File: config.mk
export PLATFORM = sky130hd
export DESIGN_NAME = iiitb_alu_pipe
export DESIGN_NICKNAME = d
export VERILOG_FILES = /design/src/rtl/iiitb_alu_pkg.sv /design/src/rtl/iiitb_alu_mul_seq.sv /design/src/rtl/iiitb_alu_pipe.sv
export SDC_FILE = /design/constraint.sdc
export NUM_CORES = 1
export LEC_CHECK = 0
export CELL_PAD_IN_SITES_DETAIL_PLACEMENT = 0
export CELL_PAD_IN_SITES_GLOBAL_PLACEMENT = 1
export CORE_MARGIN = 4
export CORE_UTILIZATION = 42
export CTS_BUF_LIST = sky130_fd_sc_hd__clkbuf_2 sky130_fd_sc_hd__clkbuf_4 sky130_fd_sc_hd__clkbuf_8
export DETAILED_ROUTE_END_ITERATION = 10
export GPL_TIMING_DRIVEN = 0
export PLACE_DENSITY = 0.77
export SLEW_MARGIN = 10
export SYNTH_ARGS = -nofsm -noshare
export SYNTH_HDL_FRONTEND = slang
export SYNTH_SLANG_ARGS = --single-unit
File: constraint.sdc
create_clock -name clk -period 3.1 [get_ports clk]
set_input_delay 0.62 -clock clk [delete_from_list [all_inputs] [get_ports clk]]
set_output_delay 0.62 -clock clk [all_outputs]
set_load 0.005 [all_outputs]
File: src/rtl/iiitb_alu_pkg.sv
// Shared types and constants for the pipelined ALU and its multiplier.
package iiitb_alu_pkg;

    // Opcode encoding presented on the op input.
    typedef enum logic [2:0] {
        OP_ADD = 3'd0,
        OP_SUB = 3'd1,
        OP_AND = 3'd2,
        OP_OR  = 3'd3,
        OP_XOR = 3'd4,
        OP_SHL = 3'd5,
        OP_SHR = 3'd6,
        OP_MUL = 3'd7
    } op_e;

    // Control FSM: IDLE accepts work, MUL blocks input while the multiplier runs.
    typedef enum logic {
        S_IDLE = 1'b0,
        S_MUL  = 1'b1
    } state_e;

    // Bit positions inside the 4-bit flags bus {V,C,N,Z}.
    localparam int FLG_Z = 0;
    localparam int FLG_N = 1;
    localparam int FLG_C = 2;
    localparam int FLG_V = 3;

endpackage

File: src/rtl/iiitb_alu_mul_seq.sv
// Sequential shift-add multiplier: one partial product per clock, WIDTH steps.
// done_o and product_o are combinational and describe the step taking place on
// the coming edge, so the owner can capture the final product on that same edge.
module iiitb_alu_mul_seq
    import iiitb_alu_pkg::*;
#(
    parameter int WIDTH = 8
) (
    input  logic                 clk,
    input  logic                 rst_n,
    input  logic                 start_i,
    input  logic [WIDTH-1:0]     a_i,
    input  logic [WIDTH-1:0]     b_i,
    output logic                 done_o,
    output logic [2*WIDTH-1:0]   product_o
);

    localparam int CW = $clog2(WIDTH);
    localparam logic [CW-1:0] LAST = CW'(WIDTH - 1);

    logic                 busy_q;
    logic [CW-1:0]        cnt_q;
    logic [2*WIDTH-1:0]   mcand_q;
    logic [WIDTH-1:0]     mplier_q;
    logic [2*WIDTH-1:0]   prod_q;
    logic [2*WIDTH-1:0]   prod_d;

    // Next partial product: add the shifted multiplicand when the current multiplier LSB is set.
    always_comb begin
        prod_d    = prod_q + (mplier_q[0] ? mcand_q : '0);
        done_o    = busy_q && (cnt_q == LAST);
        product_o = prod_d;
    end

    // Operand latch on start, then one shift-add iteration per edge until the last bit.
    always_ff @(posedge clk or negedge rst_n) begin
        if (!rst_n) begin
            busy_q   <= 1'b0;
            cnt_q    <= '0;
            mcand_q  <= '0;
            mplier_q <= '0;
            prod_q   <= '0;
        end else if (start_i) begin
            busy_q   <= 1'b1;
            cnt_q    <= '0;
            mcand_q  <= {{WIDTH{1'b0}}, a_i};
            mplier_q <= b_i;
            prod_q   <= '0;
        end else if (busy_q) begin
            prod_q   <= prod_d;
            mcand_q  <= mcand_q << 1;
            mplier_q <= mplier_q >> 1;
            if (cnt_q == LAST) begin
                busy_q <= 1'b0;
                cnt_q  <= '0;
            end else begin
                cnt_q  <= cnt_q + 1'b1;
            end
        end
    end

endmodule

File: src/rtl/iiitb_alu_pipe.sv
// Handshaked ALU: single-cycle ops load the output register on the accept edge;
// MUL runs on the sequential multiplier and loads the register when it finishes.
module iiitb_alu_pipe
    import iiitb_alu_pkg::*;
#(
    parameter int WIDTH = 8
) (
    input  logic              clk,
    input  logic              rst_n,
    input  logic              in_valid,
    output logic              in_ready,
    input  logic [WIDTH-1:0]  A,
    input  logic [WIDTH-1:0]  B,
    input  logic [2:0]        op,
    output logic              out_valid,
    input  logic              out_ready,
    output logic [WIDTH-1:0]  R,
    output logic [3:0]        flags
);

    localparam int SHW = $clog2(WIDTH);

    state_e              state_q, state_d;
    logic                out_valid_q, out_valid_d;
    logic [WIDTH-1:0]    r_q, r_d;
    logic [3:0]          flags_q, flags_d;

    logic                accept;
    logic                mul_start;
    logic                mul_done;
    logic [2*WIDTH-1:0]  mul_product;

    logic [WIDTH:0]      sum_w, diff_w, shl_w, shr_w;
    logic                big_shift;
    logic [WIDTH-1:0]    res_r;
    logic                res_c, res_v;

    // Input can be taken only when idle and the output slot is empty or draining now.
    assign in_ready  = rst_n && (state_q == S_IDLE) && (!out_valid_q || out_ready);
    assign accept    = in_valid && in_ready;
    assign mul_start = accept && (op_e'(op) == OP_MUL);

    assign out_valid = out_valid_q;
    assign R         = r_q;
    assign flags     = flags_q;

    iiitb_alu_mul_seq #(.WIDTH(WIDTH)) u_mul (
        .clk       (clk),
        .rst_n     (rst_n),
        .start_i   (mul_start),
        .a_i       (A),
        .b_i       (B),
        .done_o    (mul_done),
        .product_o (mul_product)
    );

    // Single-cycle datapath: the extra top bit of each intermediate carries C.
    always_comb begin
        sum_w     = {1'b0, A} + {1'b0, B};
        diff_w    = {1'b0, A} - {1'b0, B};
        shl_w     = {1'b0, A} << B[SHW-1:0];
        shr_w     = {A, 1'b0} >> B[SHW-1:0];
        big_shift = (B >= WIDTH'(WIDTH));
        res_r     = '0;
        res_c     = 1'b0;
        res_v     = 1'b0;
        case (op_e'(op))
            OP_ADD: begin
                res_r = sum_w[WIDTH-1:0];
                res_c = sum_w[WIDTH];
                res_v = (A[WIDTH-1] == B[WIDTH-1]) && (res_r[WIDTH-1] != A[WIDTH-1]);
            end
            OP_SUB: begin
                res_r = diff_w[WIDTH-1:0];
                res_c = diff_w[WIDTH];
                res_v = (A[WIDTH-1] != B[WIDTH-1]) && (res_r[WIDTH-1] != A[WIDTH-1]);
            end
            OP_AND: res_r = A & B;
            OP_OR:  res_r = A | B;
            OP_XOR: res_r = A ^ B;
            OP_SHL: begin
                res_r = big_shift ? '0 : shl_w[WIDTH-1:0];
                res_c = big_shift ? 1'b0 : shl_w[WIDTH];
            end
            OP_SHR: begin
                res_r = big_shift ? '0 : shr_w[WIDTH:1];
                res_c = big_shift ? 1'b0 : shr_w[0];
            end
            default: ;
        endcase
    end

    // Next-state for FSM and output register; a freshly loaded result wins over a consume.
    always_comb begin
        state_d     = state_q;
        out_valid_d = out_valid_q && !out_ready;
        r_d         = r_q;
        flags_d     = flags_q;
        case (state_q)
            S_IDLE: begin
                if (accept) begin
                    if (op_e'(op) == OP_MUL) begin
                        state_d = S_MUL;
                    end else begin
                        out_valid_d    = 1'b1;
                        r_d            = res_r;
                        flags_d[FLG_Z] = (res_r == '0);
                        flags_d[FLG_N] = res_r[WIDTH-1];
                        flags_d[FLG_C] = res_c;
                        flags_d[FLG_V] = res_v;
                    end
                end
            end
            S_MUL: begin
                if (mul_done) begin
                    state_d        = S_IDLE;
                    out_valid_d    = 1'b1;
                    r_d            = mul_product[WIDTH-1:0];
                    flags_d[FLG_Z] = (mul_product[WIDTH-1:0] == '0);
                    flags_d[FLG_N] = mul_product[WIDTH-1];
                    flags_d[FLG_C] = |mul_product[2*WIDTH-1:WIDTH];
                    flags_d[FLG_V] = 1'b0;
                end
            end
            default: state_d = S_IDLE;
        endcase
    end

    // State and output registers; reset abandons any multiply in flight.
    always_ff @(posedge clk or negedge rst_n) begin
        if (!rst_n) begin
            state_q     <= S_IDLE;
            out_valid_q <= 1'b0;
            r_q         <= '0;
            flags_q     <= '0;
        end else begin
            state_q     <= state_d;
            out_valid_q <= out_valid_d;
            r_q         <= r_d;
            flags_q     <= flags_d;
        end
    end

endmodule

==> impl_metrics.csv, run 1 <==
group,metric,value,unit
layout,num-nets-final,717,
layout,num_antenna_cells,0,
synth,ys_types,65,
timing,fmax,327,MHz
clocking,cts_sinks,57,
worst_setup_path,r2r_cells,12,
worst_setup_path,cp_cell_sequence,"clkdlybuf4s50_1 > buf_2 > nand3b_1 > o221ai_1 > o21a_1 > a211o_1 > or4_1 > or4_1 > or3_1 > nand2_1",
worst_setup_path,timing.critical_path.mode_cell,"or4_1",
synth,syn_area,5080,sq um
timing,hold_viol,0,
timing,hold-worst-slack,212,ps
grt,grt_util_met3,0.0471,
worst_hold_path,min_path_type,"in2async",
floorplan,die_height,118,um
floorplan,die_area,13900,sq um
timing,fin_setup_tns,0,ps
detailed_routing,vias,4729,
floorplan,rows,39,
pwr,ir_drop,0.397,mV
clocking,cts_buffer_depth,2,
synth,ys.flop_type,"dfrtp_1",
clocking,path_clk_slew,70,ps
worst_setup_path,crit_slowest_cell,"clkdlybuf4s50_1",
place,gp_congestion,0.921,
timing,rsz0062_at_grt,"true",
worst_setup_path,start_kind,"input pin",
synth,yosysMostFrequentCell,"dfrtp_1",
grt,grt_usage,0.221,
worst_setup_path,crit_required,3400,ps
clocking,insertion_delay,360,ps
synth,async_reset_ff_frac,1.00,
timing,min_period,3060,ps
detailed_routing,vias_per_cell,5.94,
timing,max_slew_margin,0.444,
worst_setup_path,path_buf_inv,2,
synth,synth_fp_nets,666,
detailed_routing,remaining_drc_errors,0,
place,placed_area,5630,sq um
layout,fillers,1140,
synth,synth_edf_count,0,
timing,drv_slew,0,
pwr,power_density,682,nW/um^2
worst_setup_path,critPathKind,"in2reg",
grt,grt.overflow.total,0,
job,max_cap_violations,0,
grt,grt_first_pass_wirelength,24600,um
worst_setup_path,slowest_delay,470,ps
synth,yosysTopAreaCell,"dfrtp_1",
worst_setup_path,rr_endpoint,"flags[2]",
detailed_routing,wl_per_cell,19.1,um
clocking,numCtsBuffers,9,
worst_setup_path,cp.arrival,3360,ps
grt,grt_max_degree,59,
layout,area_delta_synth_final,17.6,%
synth,synthTopCellsByCount,"dfrtp_1 (57), nand2_1 (51), nor2_1 (51)",
run_status,status,"finished clean",
detailed_routing,ant_nets,0,
floorplan,ioPinCount,37,
synth,synth.top_cell.area_share,0.281,
worst_setup_path,rrSetupSlack,170,ps
detailed_routing,first_pass_iters,5,
synth,synth_seq_cells,57,
grt,top_usage_layer,"met2",
place,post-dp-hpwl,11600,um
worst_setup_path,r2r_start,"u_mul.mplier_q[0]",
synth,synth_warnings,0,
clocking,cts_tree,"done",
grt,grtUsageMet1,0.314,
synth,yosys-top-cells-area,"dfrtp_1 (28%), ha_1 (10%), mux2i_1 (9.9%), o21ai_0 (4.4%), nand2_1 (3.8%)",
timing,skew,11.3,ps
synth,synth.avg_cell_area,8.49,sq um
place,numPortBuffers,35,
detailed_routing,drt-total-wl,15200,um
pwr,leakage,2.62,nW
worst_setup_path,critPathCaptureType,"flip-flop",
grt,grt_pass1_vias,4594,
synth,synth_cells,598,
timing,worst_pin_slew,833,ps
timing,setup_viol,0,
timing,fin_crit_sh,0.987,
layout,drive_above_1_share,0.136,
clocking,cts_max_level,3,
worst_setup_path,crit_family,"simple AND/OR/NAND/NOR gates",
clocking,cts_root_buffer,"clkbuf_8",
detailed_routing,drt_iter0_drc,407,
floorplan,start_util,0.437,
worst_setup_path,cp_max_fo,10,
grt,antenna_found_initial,0,
floorplan,core_area,11600,sq um
layout,stdcell_area,5970,sq um
synth,ys_seq_area_frac,0.281,
grt,grtUsageMet2,0.336,
floorplan,fp.dieW,118,um
==> metal layers <==
layer | vias up | routed length [um]
met4 | 0 | 230
li1 | 2284 | -
met1 | 2265 | 7200
met3 | 17 | 1020
met2 | 163 | 6770
met5 | - | 0
==> power by group <==
part	switching, mW	internal [mW]
Clock	0.310	0.310
Combinational	1.21	0.964
Sequential	0.204	1.07
Total	1.73	2.34
==> cell type report <==
type                            instances  area (sq um)  share of cell area
Tap cell                              143           179              0.0300
Clock inverter                          4          20.0             0.00335
Buffer                                 33           184              0.0308
Inverter                               29           121              0.0203
Sequential cell                        57          1430               0.239
Timing Repair Buffer                   44           398              0.0666
Clock buffer                           11           145              0.0243
Multi-Input combinational cell        475          3500               0.586
==> cell usage in the layout, fill, tap and decap left out, types with 4 or more instances in the layout <==
| cell | n |
|---|---|
| nand3b_1 | 9 |
| a211o_1 | 5 |
| a21oi_1 | 22 |
| nor2b_1 | 4 |
| inv_1 | 25 |
| a221oi_1 | 5 |
| nor3_1 | 13 |
| buf_4 | 14 |
| clkbuf_8 | 11 |
| mux2i_1 | 50 |
| a21o_1 | 7 |
| nand3_1 | 16 |
| buf_6 | 4 |
| o22ai_1 | 8 |
| o21bai_1 | 6 |
| ha_1 | 38 |
| xnor2_1 | 9 |
| buf_2 | 10 |
| clkdlybuf4s50_1 | 20 |
| a211oi_1 | 10 |
| o2111ai_1 | 4 |
| clkbuf_1 | 16 |
| a22oi_1 | 9 |
| clkinv_2 | 4 |
| nand2_1 | 51 |
| o211ai_1 | 5 |
| xor2_1 | 6 |
| and3b_1 | 4 |
| nor2_1 | 50 |
| o21ai_0 | 43 |
| nand2b_1 | 5 |
| or4_1 | 4 |
| or3_1 | 5 |
| dfrtp_1 | 56 |
| and2_1 | 18 |
| a31oi_1 | 4 |
| o221ai_1 | 5 |
==> kinds of logic after synthesis <==
family                   Yosys count  synth area share
AO/OA/AOI/OAI                    167             0.222
adder cells (fa/ha/maj)           45             0.115
buffers and inverters             66            0.0542
AND/OR/NAND/NOR                  194             0.190
multiplexers                      54             0.112
XOR/XNOR                          15            0.0259
flip-flops                        57             0.281
==> through the flow <==
| stage | util | total power [mW] | cells | setup WS (ps) |
|---|---|---|---|---|
| after floorplan | - | 2.70 | 598 | 29.5 |
| after global placement | 0.485 | 3.32 | 776 | -2200 |
| after detailed placement | 0.485 | 3.38 | 776 | -1010 |
| after CTS | 0.507 | 4.03 | 796 | 0.844 |
| after global routing | 0.514 | 4.40 | 796 | -60.5 |
| final | 0.514 | 4.07 | 796 | 39.3 |
==> sequential cells by signal, indices dropped and copies added, names as in the netlist <==
name	cells
out_valid	1
u_mul.prod_q	16
u_mul.cnt_q	3
flags	4
state_q	1
u_mul.mcand_q	16
u_mul.busy_q	1
R	7
u_mul.mplier_q	8
==> worst reg2reg max path, stage by stage (launching register included) <==
cell,delay [ps]
dfrtp_2,450
and2_1,190
ha_2,190
fa_2,400
a211oi_4,300
o21ai_2,100
a211oi_2,250
buf_4,170
o21bai_1,60
a21o_1,180
xor2_1,220
and3b_1,230
a21oi_1,130
==> worst max-delay path by stage <==
stage	startpoint	to	slack, ps	depth (start not counted)
floorplan	B[2]	flags[0]	30	12
global placement	rst_n	flags[0]	-2200	8
detailed placement	B[1]	flags[0]	-1010	10
CTS	A[4]	flags[0]	0.8	12
global route	A[3]	flags[0]	-60	11
finish	op[2]	flags[0]	40	10
==> timing repair <==
item,4_1_cts,5_1_grt
hold buffers,0,0
pin swaps,7,10
gates resized for setup,61,30
endpoints found under the setup margin,8,5
setup buffers,6,3
Power figures use the tool's default switching activity.
==> inputs of run 2 (changes only) <==
Settings changed: CTS_CLUSTER_DIAMETER from default to 100.
==> results of run 2 <==
Final layout, timing and power as in run 1 (identical DEF).
